**config.mk**
```make
export PLATFORM = sky130hd
export DESIGN_NAME = bram_copy_master
export DESIGN_NICKNAME = d
export VERILOG_FILES = /design/src/rtl/bram_pkg.sv /design/src/rtl/bram_rd_pipe.sv /design/src/rtl/bram_copy_master.sv
export SDC_FILE = /design/constraint.sdc
export NUM_CORES = 1
export LEC_CHECK = 0
export ABC_AREA = 1
export CAP_MARGIN = 20
export CORE_MARGIN = 2
export CORE_UTILIZATION = 30
export CTS_CLUSTER_SIZE = 25
export DETAILED_ROUTE_END_ITERATION = 7
export HOLD_SLACK_MARGIN = 0.05
export PLACE_DENSITY_LB_ADDON = 0.08
export SLEW_MARGIN = 20
export SYNTH_ARGS = -nofsm -noshare
export SYNTH_HDL_FRONTEND = slang
export SYNTH_SLANG_ARGS = --single-unit
```
**constraint.sdc**
```tcl
create_clock -name BRAM_CLK -period 5.9 [get_ports BRAM_CLK]
set_input_delay 0.59 -clock BRAM_CLK [delete_from_list [all_inputs] [get_ports BRAM_CLK]]
set_output_delay 0.59 -clock BRAM_CLK [all_outputs]
set_load 0.005 [all_outputs]
```
**src/rtl/bram_pkg.sv**
```systemverilog
// Shared constants and state type for the BRAM copy master and its read-alignment pipe.
package bram_pkg;

  localparam int BRAM_RD_LATENCY = 32'd2;
  localparam int BRAM_WORD_BYTES = 32'd4;
  localparam int BRAM_DEPTH      = 32'd8192;

  typedef enum logic [1:0] {
    IDLE  = 2'd0,
    READ  = 2'd1,
    DRAIN = 2'd2,
    DONE  = 2'd3
  } copy_state_t;

endpackage

```
**src/rtl/bram_rd_pipe.sv**
```systemverilog
// Valid/index delay line matching the BRAM read latency, so each word index
// arrives together with the data that was read for it.
module bram_rd_pipe
  import bram_pkg::*;
#(
  parameter int IDX_WIDTH = 14
) (
  input  logic                 i_clk,
  input  logic                 i_rst,
  input  logic                 i_vld,
  input  logic [IDX_WIDTH-1:0] i_idx,
  output logic                 o_first_vld,
  output logic                 o_vld,
  output logic [IDX_WIDTH-1:0] o_idx,
  output logic                 o_busy
);

  logic                 r_vld [BRAM_RD_LATENCY];
  logic [IDX_WIDTH-1:0] r_idx [BRAM_RD_LATENCY];
  logic                 w_any;

  // Shift issued-read tags down the pipe, one stage per clock.
  always_ff @(posedge i_clk) begin
    if (i_rst) begin
      for (int i = 0; i < BRAM_RD_LATENCY; i++) begin
        r_vld[i] <= 1'b0;
        r_idx[i] <= {IDX_WIDTH{1'b0}};
      end
    end else begin
      r_vld[0] <= i_vld;
      r_idx[0] <= i_idx;
      for (int i = 1; i < BRAM_RD_LATENCY; i++) begin
        r_vld[i] <= r_vld[i-1];
        r_idx[i] <= r_idx[i-1];
      end
    end
  end

  // Any read still in flight keeps the pipe busy.
  always_comb begin
    w_any = 1'b0;
    for (int i = 0; i < BRAM_RD_LATENCY; i++) begin
      w_any = w_any | r_vld[i];
    end
  end

  assign o_first_vld = r_vld[0];
  assign o_vld       = r_vld[BRAM_RD_LATENCY-1];
  assign o_idx       = r_idx[BRAM_RD_LATENCY-1];
  assign o_busy      = w_any;

endmodule

```
**src/rtl/bram_copy_master.sv**
```systemverilog
// Streaming BRAM-to-BRAM block copier: one read and one write per cycle.
// Optional running write checksum output enabled by BRAM_COPY_CHECKSUM_EN.
module bram_copy_master
  import bram_pkg::*;
#(
  parameter int BRAM_ADDR_WIDTH = 15,
  parameter int LEN_WIDTH       = 14
) (
  input  logic                       BRAM_CLK,
  input  logic                       BRAM_RST,
  input  logic                       start,
  input  logic [BRAM_ADDR_WIDTH-1:0] src_base,
  input  logic [BRAM_ADDR_WIDTH-1:0] dst_base,
  input  logic [LEN_WIDTH-1:0]       len,
  output logic                       busy,
  output logic                       done,
  output logic [BRAM_ADDR_WIDTH-1:0] SRC_BRAM_ADDR,
  output logic                       SRC_BRAM_EN,
  output logic [3:0]                 SRC_BRAM_WE,
  output logic [31:0]                SRC_BRAM_WRDATA,
  input  logic [31:0]                SRC_BRAM_RDDATA,
  output logic [BRAM_ADDR_WIDTH-1:0] DST_BRAM_ADDR,
  output logic                       DST_BRAM_EN,
  output logic [3:0]                 DST_BRAM_WE,
  output logic [31:0]                DST_BRAM_WRDATA,
  input  logic [31:0]                DST_BRAM_RDDATA
`ifdef BRAM_COPY_CHECKSUM_EN
  ,
  output logic [31:0]                checksum
`endif
);

  localparam logic [BRAM_ADDR_WIDTH-1:0] ADDR_STEP = BRAM_ADDR_WIDTH'(BRAM_WORD_BYTES);
  localparam logic [LEN_WIDTH-1:0]       LEN_ONE   = LEN_WIDTH'(32'd1);

  copy_state_t                r_state;
  copy_state_t                w_state_nxt;
  logic [BRAM_ADDR_WIDTH-1:0] r_src_addr;
  logic [BRAM_ADDR_WIDTH-1:0] r_dst_base;
  logic [LEN_WIDTH-1:0]       r_len;
  logic [LEN_WIDTH-1:0]       r_cnt;
  logic                       r_src_en;
  logic                       r_busy;
  logic                       r_done;
  logic                       r_dst_en;
  logic [3:0]                 r_dst_we;
  logic [BRAM_ADDR_WIDTH-1:0] r_dst_addr;
  logic [31:0]                r_dst_wrdata;

  logic                       w_start_ok;
  logic                       w_issue;
  logic                       w_last_rd;
  logic                       w_pipe_first;
  logic                       w_pipe_vld;
  logic [LEN_WIDTH-1:0]       w_pipe_idx;
  logic                       w_pipe_busy;
  logic [BRAM_ADDR_WIDTH-1:0] w_src_base_al;
  logic [BRAM_ADDR_WIDTH-1:0] w_dst_base_al;
  logic [BRAM_ADDR_WIDTH-1:0] w_dst_off;
  logic                       w_unused;

  assign w_start_ok    = (r_state == IDLE) && start;
  assign w_issue       = (r_state == READ);
  assign w_last_rd     = (r_cnt == (r_len - LEN_ONE));
  assign w_src_base_al = {src_base[BRAM_ADDR_WIDTH-1:2], 2'b00};
  assign w_dst_base_al = {dst_base[BRAM_ADDR_WIDTH-1:2], 2'b00};
  assign w_dst_off     = BRAM_ADDR_WIDTH'({w_pipe_idx, 2'b00});
  assign w_unused      = ^{DST_BRAM_RDDATA, src_base[1:0], dst_base[1:0]};

  bram_rd_pipe #(
    .IDX_WIDTH (LEN_WIDTH)
  ) u_rd_pipe (
    .i_clk       (BRAM_CLK),
    .i_rst       (BRAM_RST),
    .i_vld       (w_issue),
    .i_idx       (r_cnt),
    .o_first_vld (w_pipe_first),
    .o_vld       (w_pipe_vld),
    .o_idx       (w_pipe_idx),
    .o_busy      (w_pipe_busy)
  );

  // Next-state decode; DRAIN waits until no read is left in flight.
  always_comb begin
    w_state_nxt = r_state;
    case (r_state)
      IDLE: begin
        if (start) begin
          w_state_nxt = (len == {LEN_WIDTH{1'b0}}) ? DONE : READ;
        end else begin
          w_state_nxt = IDLE;
        end
      end
      READ: begin
        if (w_last_rd) begin
          w_state_nxt = DRAIN;
        end else begin
          w_state_nxt = READ;
        end
      end
      DRAIN: begin
        if (!w_pipe_busy) begin
          w_state_nxt = DONE;
        end else begin
          w_state_nxt = DRAIN;
        end
      end
      DONE:    w_state_nxt = IDLE;
      default: w_state_nxt = IDLE;
    endcase
  end

  // State register.
  always_ff @(posedge BRAM_CLK) begin
    if (BRAM_RST) begin
      r_state <= IDLE;
    end else begin
      r_state <= w_state_nxt;
    end
  end

  // Read side, status flags and the registered write stage.
  always_ff @(posedge BRAM_CLK) begin
    if (BRAM_RST) begin
      r_src_addr   <= {BRAM_ADDR_WIDTH{1'b0}};
      r_dst_base   <= {BRAM_ADDR_WIDTH{1'b0}};
      r_len        <= {LEN_WIDTH{1'b0}};
      r_cnt        <= {LEN_WIDTH{1'b0}};
      r_src_en     <= 1'b0;
      r_busy       <= 1'b0;
      r_done       <= 1'b0;
      r_dst_en     <= 1'b0;
      r_dst_we     <= 4'h0;
      r_dst_addr   <= {BRAM_ADDR_WIDTH{1'b0}};
      r_dst_wrdata <= 32'h0000_0000;
    end else begin
      r_busy   <= (w_state_nxt == READ) || (w_state_nxt == DRAIN);
      r_done   <= (w_state_nxt == DONE);
      // Enable stays up two cycles past the last read so its output register loads.
      r_src_en <= (w_state_nxt == READ) || w_issue || w_pipe_first;
      if (w_start_ok) begin
        r_src_addr <= w_src_base_al;
        r_dst_base <= w_dst_base_al;
        r_len      <= len;
        r_cnt      <= {LEN_WIDTH{1'b0}};
      end else if (w_issue && !w_last_rd) begin
        r_src_addr <= r_src_addr + ADDR_STEP;
        r_cnt      <= r_cnt + LEN_ONE;
      end
      r_dst_en <= w_pipe_vld;
      r_dst_we <= w_pipe_vld ? 4'hF : 4'h0;
      if (w_pipe_vld) begin
        r_dst_addr   <= r_dst_base + w_dst_off;
        r_dst_wrdata <= SRC_BRAM_RDDATA;
      end
    end
  end

`ifdef BRAM_COPY_CHECKSUM_EN
  logic [31:0] r_checksum;

  // Sum advances on the same edge that presents the write it covers.
  always_ff @(posedge BRAM_CLK) begin
    if (BRAM_RST) begin
      r_checksum <= 32'h0000_0000;
    end else if (w_start_ok) begin
      r_checksum <= 32'h0000_0000;
    end else if (w_pipe_vld) begin
      r_checksum <= r_checksum + SRC_BRAM_RDDATA;
    end
  end

  assign checksum = r_checksum;
`endif

  assign busy            = r_busy;
  assign done            = r_done;
  assign SRC_BRAM_ADDR   = r_src_addr;
  assign SRC_BRAM_EN     = r_src_en;
  assign SRC_BRAM_WE     = 4'h0;
  assign SRC_BRAM_WRDATA = 32'h0000_0000;
  assign DST_BRAM_ADDR   = r_dst_addr;
  assign DST_BRAM_EN     = r_dst_en;
  assign DST_BRAM_WE     = r_dst_we;
  assign DST_BRAM_WRDATA = r_dst_wrdata;

endmodule

```
# Word-level counts from Yosys, hierarchy flattened
# Memory sizes are Yosys's and may differ from the RTL's.
# Cells that the tools add are included.
# Widths: inputs -> output; s select.
[classes]
add_sub_neg = 4
eq_ne = 7
mux = 15
bitwise = 5
n_reduce_logical = 10
[op_table]
columns = ["operator", "n"]
rows = [
  ["$mux 15", 2],
  ["$mux 14", 2],
  ["$add 15x15->15", 1],
  ["$add 15x3->15 const B", 1],
  ["$add 14x1->14 const B", 1],
  ["$eq 14x14->1", 1],
  ["$logic_not 14->1", 1],
  ["$sub 14x1->14 const B", 1],
  ["$eq 2x2->1 const B", 4],
  ["$pmux 2 s4", 1],
  ["$mux 1", 6],
  ["$mux 2", 3],
  ["$or 1x1->1", 5],
  ["$eq 2x1->1 const B", 2],
  ["$mux 4", 1],
  ["$logic_or 1x1->1", 3],
  ["$logic_and 1x1->1", 2],
  ["$logic_not 2->1", 1],
  ["$reduce_bool 2->1", 1],
  ["$reduce_or 2->1", 1],
  ["$logic_not 1->1", 1],
]
[word_totals]
reg_bits = 113
ram_bits = 30
in_bits = 111
out_inout_bits = 106
word_cells = 56
memories = 2
[memory_table]
columns = ["name", "depth", "word_bits", "rd", "rd_ports_with_merged_regs", "write_ports", "line", "source"]
rows = [
  ["u_rd_pipe.r_idx", 2, 14, 2, 0, 2, "bram_rd_pipe.sv:19", "logic [IDX_WIDTH-1:0] r_idx [BRAM_RD_LATENCY];"],
  ["u_rd_pipe.r_vld", 2, 1, 2, 0, 2, "bram_rd_pipe.sv:18", "logic r_vld [BRAM_RD_LATENCY];"],
]

# Depth between registers and ports, before layout
# Gate-level depths: netlist (run 1).
[depth]
ltp_word = 7
ltp_mapped = 18
mapped_depth_nobuf = 18

# Modules after synthesis
# From an unflattened synthesis (run 1), not the netlist that was laid out.
[unflattened]
hier_cells = 953
hier_area_um2 = 6824.0
[modules_own_cells]
columns = ["mod", "n_inst", "cells_each", "area_each_um2", "seq_area_each_um2"]
rows = [
  ["bram_copy_master", 1, 844, 5851.9, 2102.0],
  ["bram_rd_pipe", 1, 109, 972.2, 600.6],
]

# Worst setup path before layout (run 1)
# Ideal clock, no wire load.
[synth_path]
path_kind = "register -> register"
start = "reg r_len[0]"
end = "reg r_src_en (netlist: SRC_BRAM_EN)"
setup_ps = 132
arrival_time_ps = 1915
required_time_ps = 5768
path_slack_ps = 3853
path_stages_with_launch = 16
path_buffers = 0
period_less_slack_ps = 2047
cell_sequence = "dfxtp_1 > inv_2 > ha_1 > xor2_1 > nand2_1 > nor2_1 > nand2_1 > nor2_1 > nand2_2 > nor2_4 > nand2_4 > nand2_8 > nand3_1 > ha_1 > nor2_1 > a21oi_1"
[synth_via]
elab_chain_len = 7
[synth_rtl]
columns = ["item", "line", "source"]
rows = [
  ["start: declaration", "bram_copy_master.sv:40", "logic [LEN_WIDTH-1:0] r_len;"],
  ["start signal: assignment", "bram_copy_master.sv:127", "r_len <= {LEN_WIDTH{1'b0}};"],
  ["start signal: assignment", "bram_copy_master.sv:144", "r_len <= len;"],
  ["$sub 14x1->14", "bram_copy_master.sv:64", "assign w_last_rd = (r_cnt == (r_len - LEN_ONE));"],
  ["$eq 14x14->1", "bram_copy_master.sv:64", ""],
  ["$mux 2", "bram_copy_master.sv:95", "if (w_last_rd) begin"],
  ["$pmux 2 s4", "bram_copy_master.sv:86", "case (r_state)"],
  ["net w_state_nxt[0]", "bram_copy_master.sv:37", "copy_state_t w_state_nxt;"],
  ["$eq 2x1->1", "bram_copy_master.sv:140", "r_src_en <= (w_state_nxt == READ) || w_issue || w_pipe_first;"],
  ["$logic_or 1x1->1 (2 in series)", "bram_copy_master.sv:140", ""],
  ["end signal: assignment", "bram_copy_master.sv:140", ""],
  ["end: declaration", "bram_copy_master.sv:42", "logic r_src_en;"],
]
# The timed path passes the listed nets, and every way through them passes these cells.
# A chain may end at the register's enable or synchronous reset.

# Worst setup path after layout (run 1)
[layout_path]
start = "in start"
end = "reg r_src_en (netlist: SRC_BRAM_EN)"
[layout_via]
elab_chain_len = 5
[layout_rtl]
columns = ["item", "line", "source"]
rows = [
  ["start: declaration", "bram_copy_master.sv:11", "input logic start,"],
  ["$mux 2", "bram_copy_master.sv:88", "if (start) begin"],
  ["$pmux 2 s4", "bram_copy_master.sv:86", ""],
  ["net w_state_nxt[1]", "bram_copy_master.sv:37", ""],
  ["$eq 2x1->1", "bram_copy_master.sv:140", ""],
  ["$logic_or 1x1->1 (2 in series)", "bram_copy_master.sv:140", ""],
]
# The timed path passes the listed nets, and every way through them passes these cells.

==> flow_summary_export.csv, run 1 <==
group,metric,value,unit
finish,fill_cells,2300,
floorplanning,placementRows,54,
timing,worst_pin_slew,0.764,ns
synth,yosysWarnings,0,
clocking,post_cts_buffers,0,
timing,fin_tns_setup,0,ns
detailed_routing,wl_per_cell,12.7,um
power_and_ir_drop,leakagePower,0.00376,uW
finish,area_delta_synth_final,30.6,%
detailed_routing,postRouteAntennaNets,0,
timing,slew_viol_final,0,
timing,hold_violations,0,
worst_setup_path,cp.required,6.18,ns
worst_setup_path,timing.rr.end,"SRC_BRAM_EN",
detailed_routing,vias_per_cell,4.35,
worst_setup_path,cp-startpoint,"start",
worst_setup_path,crit_path_end_kind,"flip-flop",
global_routing,grt_overflow,0,
floorplanning,start_util,30.5,%
place,dp_hpwl,11.8,mm
detailed_routing,post-route-drc-count,0,
place,gp_congestion,0.800,
global_routing,grt_use_total,14.6,%
clocking,clock_path_buffers,2,
timing,clock_skew,0.0102,ns
floorplanning,fp.dieH,153,um
synth,ys_seq_area_share,40.1,%
detailed_routing,drt-total-wl,17.0,mm
timing,max_freq,343,MHz
floorplanning,ios,217,
worst_setup_path,arrival,3.20,ns
clocking,cts_sinks,133,
clocking,clk_latency,0.42,ns
synth,syn_area,6640,sq um
floorplanning,dieArea,23300,sq um
timing,setup_viol,0,
synth,synth_ff_type,"dfxtp_1",
timing,layout_min_cycle_time,2.92,ns
timing,rsz0062_at_grt,"no",
floorplanning,dieWidth,153,um
min_path,hp-start,"u_rd_pipe.r_idx[0][12]",
synth,ys_types,43,
flow_run,cap_viol_max_count,0,
clocking,numCtsBuffers,17,
clocking,clkSlewWorstSetupHoldPaths,0.06,ns
floorplanning,core,21800,sq um
detailed_routing,dr.pass1.iters,4,
global_routing,grt_pass1_wl,27.7,mm
min_path,hold_end,"u_rd_pipe.r_idx[0][26]",
clocking,root_buffer,"clkbuf_16",
finish,drive_gt1_share,7.32,%
worst_setup_path,ff2ff_path_depth,15,
finish,nNetsFinal,1168,
status,outcome,"completed",
power_and_ir_drop,power_density,279,nW/um^2
finish,antenna_cells,0,
global_routing,antenna_found_initial,0,
clocking,cts_resized,0,
clocking,ctsHoldBuffers,0,
finish,final_cells,1332,
synth,synthArstFlopShare,0,%
synth,synth-seq-cells,133,
worst_setup_path,cp_max_fo,40,
timing,maxSlewHeadroom,49.0,%
timing,layout_setup_ws,2.98,ns
detailed_routing,vias,5799,
power_and_ir_drop,ir_worst_vdd,0.170,mV
place,pre_cts_ws,2.47,ns
min_path,hp-class,"flip-flop to flip-flop",
place,numPortBuffers,140,
worst_setup_path,ff2ff_setup_slack,3.21,ns
synth,syn_inst,918,
place,post-place-cells,1300,
clocking,htreeDepth,4,
detailed_routing,drt_iter0_drc,228,
synth,synth_edf_count,0,
global_routing,grt_max_degree,51,
clocking,cts_tree,"done",
worst_setup_path,startpoint_type,"input pin",
worst_setup_path,crit_type,"input pin to flip-flop",
synth,synth_area_per_cell,7.23,sq um
timing,fin_crit_sh,49.5,%
global_routing,grt_pass1_vias,5471,
power_and_ir_drop,finalPower,2420,uW
min_path,hold_path_depth,2,
worst_setup_path,r2r_start,"r_state[0]",
## logic make-up after synthesis
family,after synthesis,synth area share [%]
compound gates,140,11.4
buf+inv,167,12.6
flops,133,40.1
xor+xnor,35,4.84
simple gates,424,27.5
other cells,1,0.0565
fa+ha+maj,18,3.50
## cells in the final DEF, fill, tap and decap left out, types with 5 or more instances in the layout
cell and n:
xor2_1 25, nor3_1 7, inv_1 77, conb_1 40
clkdlybuf4s50_1 140, a21oi_1 39, a21oi_2 10, buf_4 7
nor2_1 204, dfxtp_1 133, nand4_1 5, nand3b_1 6
o21ai_0 82, clkbuf_16 17, nand2_2 11, nand2_1 119
xnor2_1 9, inv_2 5, nand3_1 53, ha_1 17
## Yosys cell counts (2+ instances only)
cell | count | area share, %
nor2_1 | 205 | 12
dfxtp_1 | 133 | 40
nand2_1 | 119 | 6.7
o21ai_0 | 82 | 6.2
inv_1 | 78 | 4.4
nand3_1 | 53 | 4.0
buf_4 | 45 | 5.1
a21oi_1 | 39 | 2.9
clkbuf_1 | 34 | 1.9
xor2_1 | 25 | 3.3
ha_1 | 17 | 3.2
nand2_2 | 11 | 1.0
a21oi_2 | 10 | 1.3
xnor2_1 | 9 | 1.2
nor3_1 | 7 | 0.53
nand3b_1 | 6 | 0.68
nand4_1 | 5 | 0.47
nor2_4 | 4 | 0.68
inv_2 | 3 | 0.17
nor2_2 | 3 | 0.28
nor4_1 | 3 | 0.28
a211oi_1 | 2 | 0.23
and2_1 | 2 | 0.19
buf_6 | 2 | 0.34
clkinv_1 | 2 | 0.11
o21ai_1 | 2 | 0.15
## layer usage
layer	wire length, um	share of wire, %	track usage (%)	up-vias
met4	149	0.88	4.10	0
li1	-	-	-	3080
met3	699	4.1	3.61	10
met1	8250	49	18.8	2590
met5	0	0	0	-
met2	7870	46	24.2	119
## power by group
group	switching, uW	leakage [uW]	internal [uW]
clock	438	0.000296	646
combinational	188	0.00238	168
sequential	34.3	0.00109	943
## state kept, by name (all words and copies together) (netlist names)
name / cells
r_dst_base: 13
u_rd_pipe.r_vld: 2
SRC_BRAM_ADDR: 13
SRC_BRAM_EN: 1
DST_BRAM_WE: 1
r_cnt: 14
DST_BRAM_WRDATA: 32
r_state: 2
u_rd_pipe.r_idx: 26
r_len: 14
DST_BRAM_ADDR: 13
busy: 1
done: 1
## critical path: stages
cell and delay (ns):
clkdlybuf4s50_1 0.46, nand2_1 0.06, nor2_2 0.07, buf_4 0.40, inv_2 0.42, buf_4 0.37
nor2_1 0.15, nand4_1 0.11, nand2_1 0.08, inv_1 0.03, nand2_1 0.08, inv_1 0.07
ha_1 0.17, nor2_1 0.08, a21oi_1 0.06
## layout make-up
cell class	count	area, sq um	share of cell area, %
multi-input combinational	657	3290	37.9
clock buffer	18	439	5.06
clock inverter	14	165	1.90
sequential	133	2660	30.7
inverter	83	312	3.59
timing repair buffer	147	1450	16.8
tap	280	350	4.04
## worst max path at each step
stage | to | slack (ns)
3_3_place_gp | SRC_BRAM_EN | 2.51
2_1_floorplan | SRC_BRAM_EN | 3.85
4_1_cts | SRC_BRAM_EN | 2.91
5_1_grt | SRC_BRAM_EN | 2.68
3_5_place_dp | SRC_BRAM_EN | 2.47
6_report | SRC_BRAM_EN | 2.98
## through the flow
step                      hold WS, ns  cell area, sq um  util, %
after floorplan                 0.388              6790        -
after global placement          0.389              8070     37.1
after detailed placement        0.397              8070     37.1
after CTS                       0.402              8670     39.9
after global routing            0.417              8670     39.9
final                           0.401              8670     39.9
(Power assumes the default switching activity.)
==> run 2, diff against run 1 <==
==> constraint.sdc (replaced) <==
create_clock -name BRAM_CLK -period 2.7 [get_ports BRAM_CLK]
set_input_delay 0.27 -clock BRAM_CLK [delete_from_list [all_inputs] [get_ports BRAM_CLK]]
set_output_delay 0.27 -clock BRAM_CLK [all_outputs]
set_load 0.005 [all_outputs]
==> run 2 against run 1 <==
Compared with the run above: non-clock buffer count increased by 3; sequential power increased by 120%; first-iteration DRC count decreased by 7.5%.
==> flow_summary_export.csv, run 2 (synthesis results as in run 1) <==
group,metric,value,unit
status,outcome,"completed",
timing,hold_violations,0,
place,gp_congestion,0.793,
power_and_ir_drop,finalPower,5060,uW
clocking,numCtsBuffers,17,
worst_setup_path,cp.depth,15,
worst_setup_path,crit_path_end_kind,"flip-flop",
global_routing,grt_use_total,14.5,%
worst_setup_path,cp_top_family,"simple AND/OR/NAND/NOR gates",
timing,fin_tns_setup,0,ns
worst_setup_path,crit_top_cell,"nor2_1",
detailed_routing,drt_iter0_drc,211,
finish,drive_gt1_share,7.50,%
worst_setup_path,cp_max_fo,15,
global_routing,grt_max_degree,69,
finish,area_delta_synth_final,30.3,%
power_and_ir_drop,leakagePower,0.00375,uW
finish,antenna_cells,0,
global_routing,grt_pass1_vias,5318,
power_and_ir_drop,ir_worst_vdd,0.365,mV
clocking,htreeDepth,4,
place,pre_cts_ws,0.288,ns
timing,clock_skew,0.00779,ns
floorplanning,placementRows,54,
finish,postLayoutCoreUtil,39.8,%
clocking,post_cts_buffers,0,
clocking,clk_latency,0.42,ns
flow_run,cap_viol_max_count,0,
min_path,hold_path_depth,2,
place,dp_hpwl,12.0,mm
global_routing,grt_overflow,0,
clocking,cts_sinks,133,
worst_setup_path,crit_buf_inv,1,
timing,holdWs,0.400,ns
timing,maxSlewHeadroom,59.4,%
worst_setup_path,ff2ff_setup_slack,0.29,ns
detailed_routing,postRouteAntennaNets,0,
worst_setup_path,cp_slowest_stage_delay,0.35,ns
clocking,clock_path_buffers,2,
finish,nNetsFinal,1171,
detailed_routing,drt-total-wl,17.2,mm
floorplanning,fp.dieH,153,um
global_routing,grt_pass1_wl,27.6,mm
worst_setup_path,worstPathCellList,"inv_2 > ha_1 > xor2_1 > nand2_1 > nor2_1 > nand2_1 > nor2_1 > nand2_2 > nor2_4 > nand2_4 > nand2_8 > nand3_1 > ha_1 > nor2_1 > a21oi_1",
timing,setup_viol,0,
timing,fin_crit_sh,89.3,%
detailed_routing,vias,5814,
min_path,hp-class,"flip-flop to flip-flop",
finish,mostFrequentLayoutCells,"nor2_1 (204), clkdlybuf4s50_1 (140), dfxtp_1 (133), nand2_1 (119), o21ai_0 (82)",
clocking,cts_resized,0,
worst_setup_path,slowest_stage,"dfxtp_1",
power_and_ir_drop,power_density,585,nW/um^2
detailed_routing,post-route-drc-count,0,
timing,slew_viol_final,0,
worst_setup_path,cp.required,2.98,ns
timing,rsz0062_at_grt,"no",
clocking,cts_tree,"done",
timing,layout_setup_ws,0.288,ns
detailed_routing,wl_per_cell,12.9,um
place,numPortBuffers,140,
floorplanning,ios,217,
global_routing,antenna_found_initial,0,
floorplanning,core,21800,sq um
clocking,clkSlewWorstSetupHoldPaths,0.06,ns
finish,largest_register_ffs,32,
timing,layout_min_cycle_time,2.41,ns
clocking,root_buffer,"clkbuf_16",
worst_setup_path,crit_type,"flip-flop to flip-flop",
detailed_routing,dr.pass1.iters,4,
worst_setup_path,ff2ff_path_depth,15,
floorplanning,dieArea,23300,sq um
worst_setup_path,arrival,2.69,ns
floorplanning,start_util,30.5,%
worst_setup_path,startpoint_type,"flip-flop",
clocking,ctsHoldBuffers,0,
timing,max_freq,415,MHz
floorplanning,dieWidth,153,um
finish,layout_commonest_cell,"nor2_1",
timing,worst_pin_slew,0.607,ns
detailed_routing,vias_per_cell,4.36,
## run 2: cell count changes in the layout (fill, tap and decap cells not counted), sizes merged
cell | before | now
clkinv | 6 | 8
clkinvlp | 1 | 2
bufinv | 2 | 0
inv | 88 | 86
buf | 7 | 10
## run 2: per-layer routing
metal	vias up	GRT usage [%]	wire length (um)
met5	-	0	0
met3	9	3.30	881
li1	3087	-	-
met1	2576	19.4	8210
met4	0	3.57	124
met2	142	23.8	8010
## run 2: path summary, 6_finish.rpt
check,startpoint,endpoint
setup reg to reg,r_len[0],SRC_BRAM_EN
hold reg to reg,u_rd_pipe.r_idx[0][4],u_rd_pipe.r_idx[0][18]
hold / removal,u_rd_pipe.r_idx[0][4],u_rd_pipe.r_idx[0][18]
setup / recovery,r_len[0],SRC_BRAM_EN
## run 2: area by class of cell
type	count	area, sq um
sequential	133	2660
clock inverter	13	100
fill	2282	13100
inverter	83	312
clock buffer	18	439
timing repair buffer	150	1500
multi-input combinational	657	3290
tap	280	350
## run 2: where the power goes
group / switching, uW / total [uW] / internal (uW)
registers: 74.8 / 2140 / 2060
clock network: 929 / 2130 / 1200
logic: 413 / 791 / 378
total: 1420 / 5060 / 3640
## run 2: through the flow
stage	cell area (sq um)	cells
after floorplan	6790	957
after global placement	8110	1303
after detailed placement	8110	1303
after CTS	8650	1334
after global routing	8650	1334
final	8650	1334
## run 2: tightest hold or removal path, delay by kind of cell, from the launching register on
family	cells	cell delay, ns
DFF	1	0.29
and+or+nand+nor	1	0.03
buffers and inverters	1	0.04
